**config.mk**
```make
export PLATFORM = sky130hd
export DESIGN_NAME = uart_cmd_ctrl
export DESIGN_NICKNAME = d
export VERILOG_FILES = /design/src/rtl/wfg_cmd_pkg.sv /design/src/rtl/byte_timeout_timer.sv /design/src/rtl/uart_cmd_ctrl.sv
export SDC_FILE = /design/constraint.sdc
export NUM_CORES = 1
export LEC_CHECK = 0
export ABC_AREA = 1
export ABC_CLOCK_PERIOD_IN_PS = 1830
export CAP_MARGIN = 10
export CORE_MARGIN = 2
export CORE_UTILIZATION = 51
export CTS_BUF_LIST = sky130_fd_sc_hd__clkbuf_8 sky130_fd_sc_hd__clkbuf_16
export DETAILED_ROUTE_END_ITERATION = 6
export GPL_TIMING_DRIVEN = 1
export PLACE_DENSITY_LB_ADDON = 0.15
export SYNTH_ARGS = -nofsm -noshare
export SYNTH_HDL_FRONTEND = slang
export SYNTH_SLANG_ARGS = --single-unit
```
**constraint.sdc**
```tcl
create_clock -name clk -period 1.83 [get_ports clk]
set_input_delay 0.366 -clock clk [delete_from_list [all_inputs] [get_ports clk]]
set_output_delay 0.366 -clock clk [all_outputs]
set_load 0.02 [all_outputs]
```
**src/rtl/wfg_cmd_pkg.sv**
```systemverilog
// Shared types and constants for the UART command sequencer.
// Holds the FSM state encoding, opcodes and response bytes.
package wfg_cmd_pkg;

  typedef enum logic [2:0] {
    ST_IDLE,
    ST_ADDR,
    ST_DATA,
    ST_CSUM,
    ST_EXEC,
    ST_RESP,
    ST_WAIT_TX
  } state_t;

  localparam logic [7:0] OP_WRITE = 8'h01;
  localparam logic [7:0] OP_READ  = 8'h02;
  localparam logic [7:0] RSP_ACK  = 8'hAA;
  localparam logic [7:0] RSP_NAK  = 8'h55;

endpackage

```
**src/rtl/byte_timeout_timer.sv**
```systemverilog
// Inter-byte watchdog: reload on every accepted byte, expire after TIMEOUT_CYC idle cycles.
// Ports: clk, rst_n (sync, active-low), load, en, expired (comb, only while en).
module byte_timeout_timer #(
  parameter int TIMEOUT_CYC = 100000
) (
  input  logic clk,
  input  logic rst_n,
  input  logic load,
  input  logic en,
  output logic expired
);

  localparam int W = $clog2(TIMEOUT_CYC + 1);
  localparam logic [W-1:0] RELOAD = W'(TIMEOUT_CYC - 1);

  logic [W-1:0] cnt_q, cnt_d;

  // Loaded with TIMEOUT_CYC-1 so that expired is seen during the
  // TIMEOUT_CYC-th idle cycle and the abort lands on its closing edge.
  always_comb begin
    cnt_d = cnt_q;
    if (load) begin
      cnt_d = RELOAD;
    end else if (en && cnt_q != '0) begin
      cnt_d = cnt_q - 1'b1;
    end
  end

  always_ff @(posedge clk) begin
    if (!rst_n) begin
      cnt_q <= '0;
    end else begin
      cnt_q <= cnt_d;
    end
  end

  assign expired = en && (cnt_q == '0);

endmodule

```
**src/rtl/uart_cmd_ctrl.sv**
```systemverilog
// Command sequencer: parses WRITE/READ frames from UART rx bytes, drives register bank, returns ACK/data/NAK.
// Ports: clk, rst_n, rx_done/rx_data, tx_done/tx_wr/tx_data, reg_wr/reg_addr/reg_wdata/reg_rdata, busy, err. Option: UART_CMD_CHECKSUM_EN.
module uart_cmd_ctrl
  import wfg_cmd_pkg::*;
#(
  parameter int NUM_REGS    = 8,
  parameter int TIMEOUT_CYC = 100000
) (
  input  logic       clk,
  input  logic       rst_n,
  input  logic       rx_done,
  input  logic [7:0] rx_data,
  input  logic       tx_done,
  output logic       tx_wr,
  output logic [7:0] tx_data,
  output logic       reg_wr,
  output logic [7:0] reg_addr,
  output logic [7:0] reg_wdata,
  input  logic [7:0] reg_rdata,
  output logic       busy,
  output logic       err
);

  state_t     state_q, state_d;
  logic       is_wr_q, is_wr_d;
  logic [7:0] addr_q, addr_d;
  logic [7:0] data_q, data_d;
  logic [7:0] rsp_q, rsp_d;
  logic       err_q, err_d;
`ifdef UART_CMD_CHECKSUM_EN
  logic [7:0] csum_q, csum_d;
  logic       csum_ok_q, csum_ok_d;
`endif

  logic op_valid;
  logic in_frame;
  logic tmr_load;
  logic tmr_exp;
  logic frame_ok;

  assign op_valid = (rx_data == OP_WRITE) || (rx_data == OP_READ);
  assign in_frame = (state_q == ST_ADDR) || (state_q == ST_DATA)
                 || (state_q == ST_CSUM);
  assign tmr_load = rx_done
                 && (in_frame || (state_q == ST_IDLE && op_valid));

`ifdef UART_CMD_CHECKSUM_EN
  assign frame_ok = (int'(addr_q) < NUM_REGS) && csum_ok_q;
`else
  assign frame_ok = (int'(addr_q) < NUM_REGS);
`endif

  byte_timeout_timer #(
    .TIMEOUT_CYC(TIMEOUT_CYC)
  ) u_timer (
    .clk    (clk),
    .rst_n  (rst_n),
    .load   (tmr_load),
    .en     (in_frame),
    .expired(tmr_exp)
  );

  // State register and datapath flops
  always_ff @(posedge clk) begin
    if (!rst_n) begin
      state_q   <= ST_IDLE;
      is_wr_q   <= 1'b0;
      addr_q    <= '0;
      data_q    <= '0;
      rsp_q     <= '0;
      err_q     <= 1'b0;
`ifdef UART_CMD_CHECKSUM_EN
      csum_q    <= '0;
      csum_ok_q <= 1'b0;
`endif
    end else begin
      state_q   <= state_d;
      is_wr_q   <= is_wr_d;
      addr_q    <= addr_d;
      data_q    <= data_d;
      rsp_q     <= rsp_d;
      err_q     <= err_d;
`ifdef UART_CMD_CHECKSUM_EN
      csum_q    <= csum_d;
      csum_ok_q <= csum_ok_d;
`endif
    end
  end

  // Next-state logic
  always_comb begin
    state_d = state_q;
    case (state_q)
      ST_IDLE: begin
        if (rx_done) begin
          state_d = op_valid ? ST_ADDR : ST_RESP;
        end
      end
      ST_ADDR: begin
        if (rx_done) begin
`ifdef UART_CMD_CHECKSUM_EN
          state_d = is_wr_q ? ST_DATA : ST_CSUM;
`else
          state_d = is_wr_q ? ST_DATA : ST_EXEC;
`endif
        end else if (tmr_exp) begin
          state_d = ST_IDLE;
        end
      end
      ST_DATA: begin
        if (rx_done) begin
`ifdef UART_CMD_CHECKSUM_EN
          state_d = ST_CSUM;
`else
          state_d = ST_EXEC;
`endif
        end else if (tmr_exp) begin
          state_d = ST_IDLE;
        end
      end
`ifdef UART_CMD_CHECKSUM_EN
      ST_CSUM: begin
        if (rx_done) begin
          state_d = ST_EXEC;
        end else if (tmr_exp) begin
          state_d = ST_IDLE;
        end
      end
`endif
      ST_EXEC:    state_d = ST_RESP;
      ST_RESP:    state_d = ST_WAIT_TX;
      ST_WAIT_TX: begin
        if (tx_done) begin
          state_d = ST_IDLE;
        end
      end
      default:    state_d = ST_IDLE;
    endcase
  end

  // Datapath / sticky error update
  always_comb begin
    is_wr_d   = is_wr_q;
    addr_d    = addr_q;
    data_d    = data_q;
    rsp_d     = rsp_q;
    err_d     = err_q;
`ifdef UART_CMD_CHECKSUM_EN
    csum_d    = csum_q;
    csum_ok_d = csum_ok_q;
`endif
    case (state_q)
      ST_IDLE: begin
        if (rx_done) begin
          if (op_valid) begin
            is_wr_d = (rx_data == OP_WRITE);
`ifdef UART_CMD_CHECKSUM_EN
            csum_d  = rx_data;
`endif
          end else begin
            rsp_d = RSP_NAK;
            err_d = 1'b1;
          end
        end
      end
      ST_ADDR: begin
        if (rx_done) begin
          addr_d = rx_data;
`ifdef UART_CMD_CHECKSUM_EN
          csum_d = csum_q ^ rx_data;
`endif
        end else if (tmr_exp) begin
          err_d = 1'b1;
        end
      end
      ST_DATA: begin
        if (rx_done) begin
          data_d = rx_data;
`ifdef UART_CMD_CHECKSUM_EN
          csum_d = csum_q ^ rx_data;
`endif
        end else if (tmr_exp) begin
          err_d = 1'b1;
        end
      end
`ifdef UART_CMD_CHECKSUM_EN
      ST_CSUM: begin
        if (rx_done) begin
          csum_ok_d = (rx_data == csum_q);
        end else if (tmr_exp) begin
          err_d = 1'b1;
        end
      end
`endif
      ST_EXEC: begin
        // Overrun first so a same-cycle ACK clears it.
        if (rx_done) begin
          err_d = 1'b1;
        end
        if (!frame_ok) begin
          rsp_d = RSP_NAK;
          err_d = 1'b1;
        end else if (is_wr_q) begin
          rsp_d = RSP_ACK;
          err_d = 1'b0;
        end else begin
          rsp_d = reg_rdata;
        end
      end
      ST_RESP, ST_WAIT_TX: begin
        if (rx_done) begin
          err_d = 1'b1;
        end
      end
      default: ;
    endcase
  end

  // Outputs
  always_comb begin
    busy      = (state_q != ST_IDLE);
    reg_wr    = (state_q == ST_EXEC) && is_wr_q && frame_ok;
    tx_wr     = (state_q == ST_RESP);
    tx_data   = rsp_q;
    reg_addr  = addr_q;
    reg_wdata = data_q;
    err       = err_q;
  end

endmodule
```
==> flow_metrics.py, run 1 <==
metrics = {
    "cts": {
        "cts_made_buffers": 5,
        "worst_skew_pair.late_latency_ns": 0.30,
        "clkTransAtPathRegs_ns": 0.08,
        "cts-root-buf": "clkbuf_8",
        "ctsHoldBuffers": 0,
        "cts_max_level": 2,
        "clock_sinks": 46,
        "cts_tree": "done",
        "max-clock-path-buffers": 2,
    },
    "power_and_ir_drop": {
        "p_leak_nw": 1.459,
        "p_seq_share_pct": 26.4,
        "comb_power_share_pct": 60.7,
        "p_sw_mw": 2.809,
        "pwr-share-clk_pct": 12.9,
        "p_int_mw": 3.133,
        "switching_share_pct": 47.27,
        "powerDensity_nw_per_um2": 1839,
        "ir_drop_v": 0.001151,
    },
    "finish": {
        "diodes": 0,
        "final_net_count": 446,
        "fillers": 407,
        "fin_cells": 478,
        "design_area_um2": 3231,
        "synthToLayoutAreaGrowth_pct": 32.68,
        "fin_util_pct": 69.32,
        "drive_gt1_share_pct": 14.15,
    },
    "placed_design": {
        "gp_congestion": 0.8583,
        "place_ws_ns": -0.08281,
        "dp_hpwl_um": 4687,
        "placed_cells": 471,
        "io_buffers": 47,
        "placed_cell_area_um2": 3117,
    },
    "synth": {
        "ys_top_cells_by_count": "nand2_1 (69), nor2_1 (69), dfxtp_1 (46), inv_1 (33)",
        "synth_seq_cells": 46,
        "synthAdderAreaFrac_pct": 1.028,
        "synthMuxAreaShare_pct": 0,
        "synth_top_family_by_area": "simple AND/OR/NAND/NOR gates",
        "ys.flop_type": "dfxtp_1",
        "netlist-cell-type-count": 34,
        "ys_warn_count": 0,
        "syn_nets": 376,
        "synth_edf_count": 0,
        "synthSimpleGateAreaFrac_pct": 37.46,
        "synth.top_cell.area_share_pct": 37.82,
        "syn-cell-area_um2": 2435,
        "postSynthCellCount": 354,
        "synthTopCellsByArea": "dfxtp_1 (38%), nand2_1 (11%), nor2_1 (11%)",
        "syn_area_per_cell_um2": 6.878,
        "synthArstFlopShare_pct": 0,
        "yosysSeqAreaShare_pct": 37.82,
        "yosysTopAreaCell": "dfxtp_1",
        "synth_compound_gate_area_share_pct": 13.72,
        "synthXorXnorAreaFrac_pct": 2.158,
    },
    "detailed_routing": {
        "drt_iter0_markers": 123,
        "drc": 0,
        "wl_per_cell_um": 12.71,
        "wirelength_um": 6077,
        "ant_nets": 0,
        "dr.pass1.iters": 5,
        "viasPerCell": 5.199,
        "num_vias": 2485,
    },
    "floorplan": {
        "num_rows": 25,
        "io_pins": 48,
        "die-area_um2": 5343,
        "start_util_pct": 52.24,
        "fp.dieW_um": 73.10,
        "die_h_um": 73.10,
        "core-area_um2": 4661,
    },
    "timing": {
        "fin_ws_ns": 0.1040,
        "hold-worst-slack_ns": 0.4691,
        "drv_slew": 0,
        "timing.final.crit_period_ns": 1.726,
        "finalSetupViolCount": 0,
        "clock_skew_ns": 0.004825,
        "hold_viol": 0,
        "fin_crit_sh_pct": 94.32,
        "slew-limit-headroom_pct": 73.67,
        "worst_slew_pin_slew_ns": 0.3945,
        "timing.fmax_mhz": 579.4,
    },
    "worst_setup_path": {
        "cp-end-kind": "output pin",
        "crit_fanout": 3,
        "critical_path.cell_chain": "inv_2, nand2_4, buf_4, nor2_4, inv_1, dlygate4sd2_1",
        "crit_type": "reg -> out",
        "cp_slowest_cell": "dfxtp_1",
        "crit_path_max_incr_delay_ns": 0.38,
        "worstSetupStartpointType": "register",
        "cp.arrival_ns": 1.36,
        "critPathRequiredTime_ns": 1.46,
    },
    "job": {
        "drv_cap": 0,
    },
    "global_routing": {
        "antenna_found_initial": 0,
        "grt-ovfl-total": 0,
        "grt_pass1_vias": 2393,
        "grt_use_total_pct": 24.44,
        "grt_pass1_wl_um": 10230,
        "grt_start_max_net_pins": 21,
    },
    "outcome": {
        "status": "finished, final reports clean",
    },
    "hold_path": {
        "hp-class": "reg -> reg",
    },
}
[metrics by stage]
| step | setup TNS, ns | total power, mW |
|---|---|---|
| CTS | 0 | 5.898 |
| global route | -0.005055 | 6.429 |
| finish | 0 | 5.942 |
| detailed placement | -0.3330 | 5.114 |
| global placement | -0.07675 | 5.066 |
| floorplan | 0 | 4.126 |
[kinds of logic after synthesis]
logic type,count (synthesis)
simple gates,193
flops,46
xor+xnor,6
buf+inv,46
compound gates,61
fa+ha+maj,2
[per-layer routing]
metal	GRT usage, %	part of all wire (%)	vias to the layer above
met5	0	0	-
met2	43.14	50	69
li1	-	-	1271
met4	9.259	1.6	0
met1	28.97	44	1133
met3	4.834	4.7	12
[layout make-up]
class                      instances  area, um2  share of cell area (%)
multi-input combinational        262       1333                   41.25
timing repair buffer              70      648.1                   20.06
clock inverter                     1      30.03                  0.9295
inverter                          39      148.9                   4.609
sequential                        46      920.9                   28.51
clock buffer                       6      82.58                   2.556
tap                               54      67.56                   2.091
[critical path: cells and delay by family (launching register included)]
| family | cells | cell delay (ns) |
|---|---|---|
| buf+inv | 4 | 0.59 |
| flops | 1 | 0.38 |
| simple gates | 2 | 0.09 |
[final timing paths]
path | start | endpoint | slack [ns] | cells after the start
worst max-delay path | state_q[1] | busy | 0.10 | 6
worst min-delay path | tx_data[7] | tx_data[7] | 0.47 | 2
worst max register to register | u_timer.cnt_q[0] | u_timer.cnt_q[3] | 0.13 | 13
worst min register to register | tx_data[7] | tx_data[7] | 0.47 | 2
[placed cells by master (no fill, tap or decap), drive strengths merged]
| cell | Yosys | layout |
|---|---|---|
| a211oi | 4 | 4 |
| a21boi | 1 | 1 |
| a21oi | 24 | 24 |
| a31oi | 1 | 1 |
| and3 | 1 | 1 |
| buf | 5 | 23 |
| bufinv | 0 | 1 |
| clkbuf | 2 | 7 |
| clkdlybuf4s50 | 0 | 44 |
| dfxtp | 46 | 46 |
| dlygate4sd2 | 0 | 2 |
| ha | 2 | 2 |
| inv | 39 | 39 |
| nand2 | 78 | 78 |
| nand3 | 21 | 21 |
| nand3b | 1 | 1 |
| nand4 | 8 | 8 |
| nor2 | 80 | 80 |
| nor3 | 3 | 3 |
| o211ai | 1 | 1 |
| o21ai | 29 | 29 |
| o22ai | 1 | 1 |
| or2 | 1 | 1 |
| xnor2 | 3 | 3 |
| xor2 | 3 | 3 |
[power groups by stage]
stage               Sequential, mW  Combinational (mW)  Clock, mW
floorplan                     1.72                2.41          0
global placement              1.57                3.49          0
detailed placement            1.58                3.53          0
CTS                           1.56                3.56      0.779
global route                  1.61                4.00      0.821
finish                        1.57                3.61      0.768
[sequential cells by signal (all words and copies together), names as in the netlist]
register / count
reg_wdata: 8
err: 1
u_timer.cnt_q: 17
state_q: 3
reg_addr: 8
is_wr_q: 1
tx_data: 8
[what timing repair did]
action,in CTS,in global routing
endpoints found under the setup margin,3,7
gates resized for setup,3,4
buffers inserted,0,0
pin swaps,0,0
(Power assumes the default switching activity.)
==> run 2, diff against run 1 <==
--- a/config.mk
+++ b/config.mk
@@ -14,6 +14,7 @@
 export DETAILED_ROUTE_END_ITERATION = 6
 export GPL_TIMING_DRIVEN = 1
 export PLACE_DENSITY_LB_ADDON = 0.15
+export SLEW_MARGIN = 20
 export SYNTH_ARGS = -nofsm -noshare
 export SYNTH_HDL_FRONTEND = slang
 export SYNTH_SLANG_ARGS = --single-unit
==> results of run 2 <==
Same layout as run 1: the final DEF is identical, and so are final timing and power.
